===== config.mk =====
export PLATFORM = sky130hd
export DESIGN_NAME = accel_div
export DESIGN_NICKNAME = d
export VERILOG_FILES = /design/src/rtl/accel_pkg.sv /design/src/rtl/accel_div_step.sv /design/src/rtl/accel_div.sv
export SDC_FILE = /design/constraint.sdc
export NUM_CORES = 1
export LEC_CHECK = 0
export CAP_MARGIN = 0
export CORE_UTILIZATION = 45
export CTS_CLUSTER_DIAMETER = 120
export CTS_CLUSTER_SIZE = 28
export DETAILED_ROUTE_END_ITERATION = 10
export DONT_BUFFER_PORTS = 1
export PLACE_DENSITY = 0.61
export SLEW_MARGIN = 25
export SYNTH_ARGS = -nofsm -noshare
export SYNTH_HDL_FRONTEND = slang
export SYNTH_SLANG_ARGS = --single-unit

===== constraint.sdc =====
create_clock -name clk -period 2.9 [get_ports clk]
set_input_delay 0.145 -clock clk [delete_from_list [all_inputs] [get_ports clk]]
set_output_delay 0.145 -clock clk [all_outputs]
set_load 0.02 [all_outputs]

===== src/rtl/accel_pkg.sv =====
// accel_pkg: shared definitions for the CPU accelerator slice.
//   - state_t      : divider FSM state encoding (3 bits)
//   - DIV_ZERO_Q   : quotient returned on divide by zero (all ones, sliced to width)
//   - ACCEL_ID_DIV : accel_id value the CPU-side decode uses to select the divider
package accel_pkg;

  typedef enum logic [2:0] {
    S_WAIT_A = 3'd0,
    S_WAIT_B = 3'd1,
    S_BUSY   = 3'd2,
    S_FIX    = 3'd3,
    S_OUT_Q  = 3'd4,
    S_OUT_R  = 3'd5
  } state_t;

  // Wide enough for any supported register width; users slice the low bits.
  localparam logic [63:0] DIV_ZERO_Q = {64{1'b1}};

  localparam logic [3:0] ACCEL_ID_DIV = 4'd2;

endpackage


===== src/rtl/accel_div_step.sv =====
// accel_div_step: one combinational restoring-division step.
// Ports:
//   rem_i  : carried partial remainder (always < divisor, so WIDTH bits suffice)
//   div_i  : divisor magnitude
//   bit_i  : next dividend bit, MSB first
//   rem_o  : partial remainder after this step
//   qbit_o : quotient bit produced by this step
module accel_div_step
  import accel_pkg::*;
#(
  parameter int WIDTH = 16
) (
  input  logic [WIDTH-1:0] rem_i,
  input  logic [WIDTH-1:0] div_i,
  input  logic             bit_i,
  output logic [WIDTH-1:0] rem_o,
  output logic             qbit_o
);

  // The shifted partial remainder needs WIDTH+1 bits before the trial subtract.
  logic [WIDTH:0] shifted_s;
  logic [WIDTH:0] diff_s;

  assign shifted_s = {rem_i, bit_i};
  assign diff_s    = shifted_s - {1'b0, div_i};

  // Restore (keep the shifted value) when the trial subtraction went negative.
  always_comb begin
    rem_o  = shifted_s[WIDTH-1:0];
    qbit_o = 1'b0;
    if (diff_s[WIDTH] == 1'b0) begin
      rem_o  = diff_s[WIDTH-1:0];
      qbit_o = 1'b1;
    end else begin
      rem_o  = shifted_s[WIDTH-1:0];
      qbit_o = 1'b0;
    end
  end

endmodule


===== src/rtl/accel_div.sv =====
// accel_div: iterative signed integer divider on the CPU accelerator port.
// The CPU writes the dividend then the divisor, waits (stalled via can_read),
// then reads the quotient then the remainder. Quotient truncates toward zero,
// remainder takes the sign of the dividend. Divide by zero yields all-ones
// quotient and the original dividend as remainder, with unchanged latency.
// Ports:
//   clk, rst      : clock, synchronous active-high reset
//   write_enable  : decoded CPU write strobe; write_data : operand word
//   can_write     : high in WAIT_A / WAIT_B
//   read_enable   : decoded CPU read strobe; read_data : result word (comb)
//   can_read      : high in OUT_Q / OUT_R
//   busy          : high in BUSY / FIX
module accel_div
  import accel_pkg::*;
#(
  parameter int WIDTH = 16
) (
  input  logic             clk,
  input  logic             rst,
  input  logic             write_enable,
  input  logic [WIDTH-1:0] write_data,
  output logic             can_write,
  input  logic             read_enable,
  output logic [WIDTH-1:0] read_data,
  output logic             can_read,
  output logic             busy
);

  localparam int CNT_W = (WIDTH > 1) ? $clog2(WIDTH) : 1;

  state_t           state_q, state_d;
  logic [CNT_W-1:0] cnt_q, cnt_d;
  logic [WIDTH-1:0] a_q, a_d;       // original dividend, kept for div-by-zero
  logic [WIDTH-1:0] div_q, div_d;   // divisor magnitude
  logic [WIDTH-1:0] quo_q, quo_d;   // dividend magnitude shifting out, quotient shifting in
  logic [WIDTH-1:0] rem_q, rem_d;   // partial remainder, then final remainder
  logic             neg_quo_q, neg_quo_d;
  logic             neg_rem_q, neg_rem_d;
  logic             dz_q, dz_d;

  logic [WIDTH-1:0] step_rem_s;
  logic             step_qbit_s;

  function automatic logic [WIDTH-1:0] mag(input logic [WIDTH-1:0] v);
    // -(-2^(W-1)) wraps back to 2^(W-1), which is the correct unsigned magnitude.
    mag = v[WIDTH-1] ? (~v + {{(WIDTH-1){1'b0}}, 1'b1}) : v;
  endfunction

  accel_div_step #(.WIDTH(WIDTH)) u_step (
    .rem_i  (rem_q),
    .div_i  (div_q),
    .bit_i  (quo_q[WIDTH-1]),
    .rem_o  (step_rem_s),
    .qbit_o (step_qbit_s)
  );

  // State and datapath registers with synchronous reset.
  always_ff @(posedge clk) begin
    if (rst) begin
      state_q   <= S_WAIT_A;
      cnt_q     <= {CNT_W{1'b0}};
      a_q       <= {WIDTH{1'b0}};
      div_q     <= {WIDTH{1'b0}};
      quo_q     <= {WIDTH{1'b0}};
      rem_q     <= {WIDTH{1'b0}};
      neg_quo_q <= 1'b0;
      neg_rem_q <= 1'b0;
      dz_q      <= 1'b0;
    end else begin
      state_q   <= state_d;
      cnt_q     <= cnt_d;
      a_q       <= a_d;
      div_q     <= div_d;
      quo_q     <= quo_d;
      rem_q     <= rem_d;
      neg_quo_q <= neg_quo_d;
      neg_rem_q <= neg_rem_d;
      dz_q      <= dz_d;
    end
  end

  // Next-state and datapath update logic.
  always_comb begin
    state_d   = state_q;
    cnt_d     = cnt_q;
    a_d       = a_q;
    div_d     = div_q;
    quo_d     = quo_q;
    rem_d     = rem_q;
    neg_quo_d = neg_quo_q;
    neg_rem_d = neg_rem_q;
    dz_d      = dz_q;
    case (state_q)
      S_WAIT_A: begin
        if (write_enable) begin
          a_d     = write_data;
          state_d = S_WAIT_B;
        end else begin
          state_d = S_WAIT_A;
        end
      end
      S_WAIT_B: begin
        if (write_enable) begin
          neg_quo_d = a_q[WIDTH-1] ^ write_data[WIDTH-1];
          neg_rem_d = a_q[WIDTH-1];
          dz_d      = (write_data == {WIDTH{1'b0}});
          quo_d     = mag(a_q);
          div_d     = mag(write_data);
          rem_d     = {WIDTH{1'b0}};
          cnt_d     = {CNT_W{1'b0}};
          state_d   = S_BUSY;
        end else begin
          state_d = S_WAIT_B;
        end
      end
      S_BUSY: begin
        rem_d = step_rem_s;
        quo_d = {quo_q[WIDTH-2:0], step_qbit_s};
        cnt_d = cnt_q + CNT_W'(1);
        if (cnt_q == CNT_W'(WIDTH - 1)) begin
          state_d = S_FIX;
        end else begin
          state_d = S_BUSY;
        end
      end
      S_FIX: begin
        if (dz_q) begin
          quo_d = DIV_ZERO_Q[WIDTH-1:0];
          rem_d = a_q;
        end else begin
          quo_d = neg_quo_q ? (~quo_q + {{(WIDTH-1){1'b0}}, 1'b1}) : quo_q;
          rem_d = neg_rem_q ? (~rem_q + {{(WIDTH-1){1'b0}}, 1'b1}) : rem_q;
        end
        state_d = S_OUT_Q;
      end
      S_OUT_Q: begin
        if (read_enable) begin
          state_d = S_OUT_R;
        end else begin
          state_d = S_OUT_Q;
        end
      end
      S_OUT_R: begin
        if (read_enable) begin
          state_d = S_WAIT_A;
        end else begin
          state_d = S_OUT_R;
        end
      end
      default: begin
        state_d = S_WAIT_A;
      end
    endcase
  end

  assign can_write = (state_q == S_WAIT_A) || (state_q == S_WAIT_B);
  assign can_read  = (state_q == S_OUT_Q)  || (state_q == S_OUT_R);
  assign busy      = (state_q == S_BUSY)   || (state_q == S_FIX);

  // Result word mux; zero whenever no result is being offered.
  always_comb begin
    read_data = {WIDTH{1'b0}};
    case (state_q)
      S_OUT_Q: read_data = quo_q;
      S_OUT_R: read_data = rem_q;
      default: read_data = {WIDTH{1'b0}};
    endcase
  end

endmodule


Yosys cells after proc, flatten, opt, wreduce, memory -nomap -nowiden

Index checks and enable logic that the tools add are counted.

Memories kept: 0
RAM bits: 0
Bits in latches: 0
Word-level logic and storage cells: 62
ROM bits: 0
Register bits after elaboration: 74

Muxes and demuxes: 21
Multipliers: 0
Order comparisons: 0
Shifts and indexed selects: 0
Add/subtract/negate cells: 6
Divide/modulo/power cells: 0
Eq/ne operators: 9
Bitwise logic cells: 5
Reductions and logical operators: 12

Operator list:

| cell                                           | number |
|---|---|
| two-way mux 16 bit                             | 9 |
| one-hot mux 16 bit (3 select lines)            | 2 |
| adder 16 x 1 -> 16 bit (second input constant) | 4 |
| inverter 16 bit                                | 4 |
| one-hot mux 16 bit (2 select lines)            | 1 |
| one-hot mux 3 bit (6 select lines)             | 1 |
| subtractor 17 x 16 -> 17 bit                   | 1 |
| zero test 16 bit                               | 1 |
| one-hot mux 4 bit (2 select lines)             | 1 |
| == test 3 x 2 -> 1 bit (second input constant) | 2 |
| == test 3 bit (second input constant)          | 2 |
| != test 3 bit (second input constant)          | 2 |
| AND reduction 2 bit                            | 3 |
| AND reduction 3 bit                            | 2 |
| adder 4 x 1 -> 4 bit (second input constant)   | 1 |
| == test 4 bit (second input constant)          | 1 |
| two-way mux 1 bit                              | 4 |
| two-way mux 4 bit                              | 1 |
| == test 3 x 1 -> 1 bit (second input constant) | 1 |
| zero test 3 bit                                | 1 |
| logical OR 1 bit                               | 3 |
| two-way mux 3 bit                              | 1 |
| nonzero test 3 bit                             | 1 |
| two-way mux 2 bit                              | 1 |
| 3 further kinds                                | 3 |

Logic depth before layout (Yosys ltp)

Depth in word-level cells: 5
Mapped depth: 11
Gate-level depth less buffers: 10

Hierarchy

A second synthesis with hierarchy kept.

Cells, all modules: 768
Area total of the unflattened synthesis: 5864.4 um^2

By module, submodules not included:

| module         | area an instance (um^2) | cells an instance | times used |
|---|---|---|---|
| accel_div      | 4854.7                  | 640               | 1 |
| accel_div_step | 1009.7                  | 128               | 1 |

Least setup slack after synthesis

OpenSTA, ideal clock, no wires.

Path type: flip-flop to flip-flop
Start point: register rem_q[1]
End point: register rem_q[3]
Library setup time: 0.080 ns
Required time: 2.820 ns
Period minus slack after synthesis: 2.568 ns
Arrival time: 2.488 ns
Cell stages (with the launch flop): 9
Path slack: 0.332 ns
Cell sequence: dfxtp_1 > ha_1 > nor2b_1 > o31a_1 > o211a_4 > o221a_4 > or4_1 > a21o_1 > a211oi_2

Word-level cells in the longest chain between the ends: 5

RTL lines:

| what                                    | RTL line         | RTL |
|---|---|---|
| start: declaration                      | accel_div.sv:36  | `logic [WIDTH-1:0] rem_q, rem_d;` |
| start signal: assignment                | accel_div.sv:65  | `rem_q <= {WIDTH{1'b0}};` |
| start signal: assignment                | accel_div.sv:75  | `rem_q <= rem_d;` |
| inverter 16 bit                         | accel_div.sv:132 | `rem_d = neg_rem_q ? (~rem_q + {{(WIDTH-1){1'b0}}, 1'b1}) : rem_q;` |
| adder 16 x 1 -> 16 bit                  | accel_div.sv:132 |  |
| two-way mux 16 bit                      | accel_div.sv:132 |  |
| two-way mux 16 bit                      | accel_div.sv:127 | `if (dz_q) begin` |
| one-hot mux 16 bit (3 select lines) (*) | accel_div.sv:93  | `case (state_q)` |

Mark *: on every way between the ends. The rest lies on a longest branch, timed or not. The select of a mux whose other input is x is not followed.
A chain may end at the register's enable or synchronous reset.

Worst setup path in the final report

Start point: register div_q[2]
End point: register rem_q[3]

Word-level cells in the longest chain between the ends: 3

RTL lines:

| what                                | RTL line             | RTL |
|---|---|---|
| start: declaration                  | accel_div.sv:34      | `logic [WIDTH-1:0] div_q, div_d;` |
| start signal: assignment            | accel_div.sv:63      | `div_q <= {WIDTH{1'b0}};` |
| start signal: assignment            | accel_div.sv:73      | `div_q <= div_d;` |
| subtractor 17 x 16 -> 17 bit        | accel_div_step.sv:25 | `assign diff_s = shifted_s - {1'b0, div_i};` |
| two-way mux 16 bit                  | accel_div_step.sv:31 | `if (diff_s[WIDTH] == 1'b0) begin` |
| one-hot mux 16 bit (3 select lines) | accel_div.sv:93      |  |

Every way passes these cells.

==> flow_summary.ini <==
[clocking]
root_buffer = clkbuf_16
clock_path_buffers = 2
cts_inserted_buffers = 9
worst_skew_pair.late_latency_ps = 350
post_cts_buffers = 0
cts_tree = built
cts-htree-levels = 3
path_clk_slew_ps = 60
clock-sinks = 74

[sta]
maxSlewViolCount = 0
fin_tns_setup_ps = 0
tightest_slew_ps = 988.1
setup_slack_ps = 180.4
slew_headroom = 0.3388
fmax_mhz = 367.7
setup_violations = 0
rsz0062_at_grt = false
final_hold_viol_count = 0
min_period_ps = 2720
post-route-period-util = 0.9378
skew_ps = 13.13

[worst_setup_path]
cp-startpoint = div_q[2]
r2r_slack_ps = 180
cp-end-kind = flop
start_kind = flop
slowest_stage = or4_1
critPathMaxFanout = 5
cp_slowest_stage_delay_ps = 520
rr_startpoint = div_q[2]
critPathKind = reg2reg
cp.arrival_ps = 2990
crit_chain = inv_1 -> ha_1 -> nor2b_1 -> o31a_1 -> o211a_4 -> o221a_4 -> or4_1 -> a21o_1 -> a211oi_2
critPathTopFamily = compound AO/OA/AOI/OAI gates
reg2regPathDepth = 9
timing.rr.end = rem_q[3]
cp_num_buf_inv = 1
cp.required_ps = 3170

[final_layout]
finalNonFillerCells = 1004
multiInputGateArea_sq_um = 4039
drive_gt1_frac = 0.09135
nNetsFinal = 869
layout_commonest_cell = nor2_1
fin_area_sq_um = 6740
antenna_cells = 0
layout_common_cells = nor2_1 (99), nand2_1 (90), dfxtp_1 (73)
fillCellCount = 1255
areaGrowthSynthToFinish_pct = 14.52
seqCellArea_sq_um = 1483

[grt]
antenna_found_initial = 0
grt.overflow.total = 0
grt_max_degree = 59
grt_usage = 0.2995
grt_pass1_wl_mm = 30.68
grt_pass1_vias = 5751

[synth]
ys_seq_area_frac = 0.2517
ys_ff_latch = 74
synth-edff-count = 0
synth-warning-count = 0
syn_nets = 860
async_flop_share = 0
synthesis.area_sq_um = 5886
syn_area_per_cell_sq_um = 7.195
yosysUniqueCellTypes = 64
ys.flop_type = dfxtp_1
syn_inst = 818

[route]
avgViaCountPerCell = 6.192
ant_nets = 0
wl_per_cell_microns = 19.40
vias = 6217
drt_wl_total_mm = 19.48
first_pass_iters = 5
drcViolationCount = 0
drt_iter0_markers = 693

[worst_hold_path]
min-delay-start = write_data[2]
worstHoldPathType = in2reg
min_path_cells = 2
hold_end = div_q[2]

[place]
io_buffers = 0
gp_congestion = 0.9225
placed_cell_area_sq_um = 6197
dp.cells = 970
dp_slack_ps = 29.00
dpl.hpwl_mm = 14.22

[floorplan]
io_pins = 39
dieArea_sq_um = 13540
coreArea_sq_um = 12670
start_util = 0.4645
die_w_microns = 116.4
row_count = 41
die_y_microns = 116.4

[power]
powerDensity_nw_per_um2 = 611.0
ir_drop_v = 0.0004128
total_leakage_power_nw = 2.535
total_power_mw = 4.118

[run_status]
status = completed

[run]
cap_viol_max_count = 0
-- kinds of logic (layout without fill, tap and decap cells) --
logic type,count (synthesis),after routing,share of synthesized area
AOI/OAI and AO/OA,252,252,0.2870
xor gates and xnor gates,53,53,0.07887
adders and majority gates,22,22,0.04804
buffers and inverters,100,114,0.06505
DFF,74,74,0.2517
muxes,22,22,0.03741
and+or+nand+nor,295,295,0.2319
-- per-layer routing --
| layer | GRT usage | routed length (microns) | vias up | share of wire |
|---|---|---|---|---|
| met4 | 0.1239 | 540 | 0 | 0.028 |
| li1 | - | - | 2994 | - |
| met1 | 0.4149 | 8758 | 2913 | 0.45 |
| met5 | 0 | 0 | - | 0 |
| met2 | 0.4675 | 8766 | 261 | 0.45 |
| met3 | 0.03996 | 1411 | 49 | 0.072 |
-- what timing repair did --
action	CTS	global route
endpoints found under the hold margin	58	0
setup endpoints to repair	0	10
hold buffers	18	0
gates resized for setup	0	3
-- flip-flops by register name, indices dropped and copies added (netlist names) --
name       count
neg_rem_q      1
div_q         16
cnt_q          4
a_q           16
state_q        3
dz_q           1
rem_q         16
neg_quo_q      1
quo_q         16
-- worst register-to-register path, cell delays in order, from the launching register on --
cell	delay [ps]
dfxtp_1	330
inv_1	50
ha_1	340
nor2b_1	160
o31a_1	320
o211a_4	300
o221a_4	260
or4_1	520
a21o_1	200
a211oi_2	190
-- where the power goes --
part           total [mW]  switching (mW)  internal, mW
Combinational        1.63           0.988         0.643
Clock                1.28           0.509         0.772
Sequential           1.21           0.111          1.09
-- final cells by class --
type	instances	area share
flip-flops and latches	74	0.2200
clock inverters	7	0.01596
well taps	172	0.03193
repair buffers	63	0.08001
inverters	35	0.01949
clock buffers	9	0.03341
multi-input cells	644	0.5992
-- stage by stage --
stage | hold WS, ps | util
floorplan | 281.0 | -
global placement | 231.6 | 0.4891
detailed placement | 232.7 | 0.4891
CTS | 2.509 | 0.5310
global route | 15.88 | 0.5319
finish | 12.11 | 0.5319
-- synthesized netlist by cell type (all sizes together), types with 4 or more instances --
| library cell | count | area (sq um) |
|---|---|---|
| a22oi | 7 | 52.55 |
| a31oi | 13 | 81.33 |
| a211oi | 26 | 200.2 |
| buf | 9 | 40.04 |
| o22ai | 8 | 50.05 |
| nor2b | 7 | 43.79 |
| a21oi | 62 | 310.3 |
| o31ai | 16 | 120.1 |
| nor2 | 101 | 379.1 |
| xor2 | 30 | 262.8 |
| nor3 | 21 | 105.1 |
| xnor2 | 23 | 201.4 |
| ha | 21 | 262.8 |
| a21o | 9 | 67.56 |
| or4 | 11 | 82.58 |
| o41ai | 7 | 61.31 |
| nand2 | 90 | 337.8 |
| or3 | 6 | 37.54 |
| dfxtp | 74 | 1481 |
| nand4 | 7 | 43.79 |
| a211o | 4 | 35.03 |
| o21ai | 55 | 275.3 |
| o221ai | 13 | 113.9 |
| clkbuf | 56 | 211.5 |
| mux2i | 22 | 220.2 |
| nand3 | 17 | 85.08 |
| nand2b | 9 | 56.30 |
| inv | 35 | 131.4 |
| nor4 | 8 | 50.05 |
-- how the worst max path moves through the flow --
stage	to	cells after the start
5_1_grt	rem_q[12]	10
3_5_place_dp	rem_q[9]	9
6_report	rem_q[3]	9
2_1_floorplan	rem_q[3]	8
3_3_place_gp	rem_q[9]	9
4_1_cts	rem_q[9]	9
Note: power is estimated with default switching activity, not from simulation.
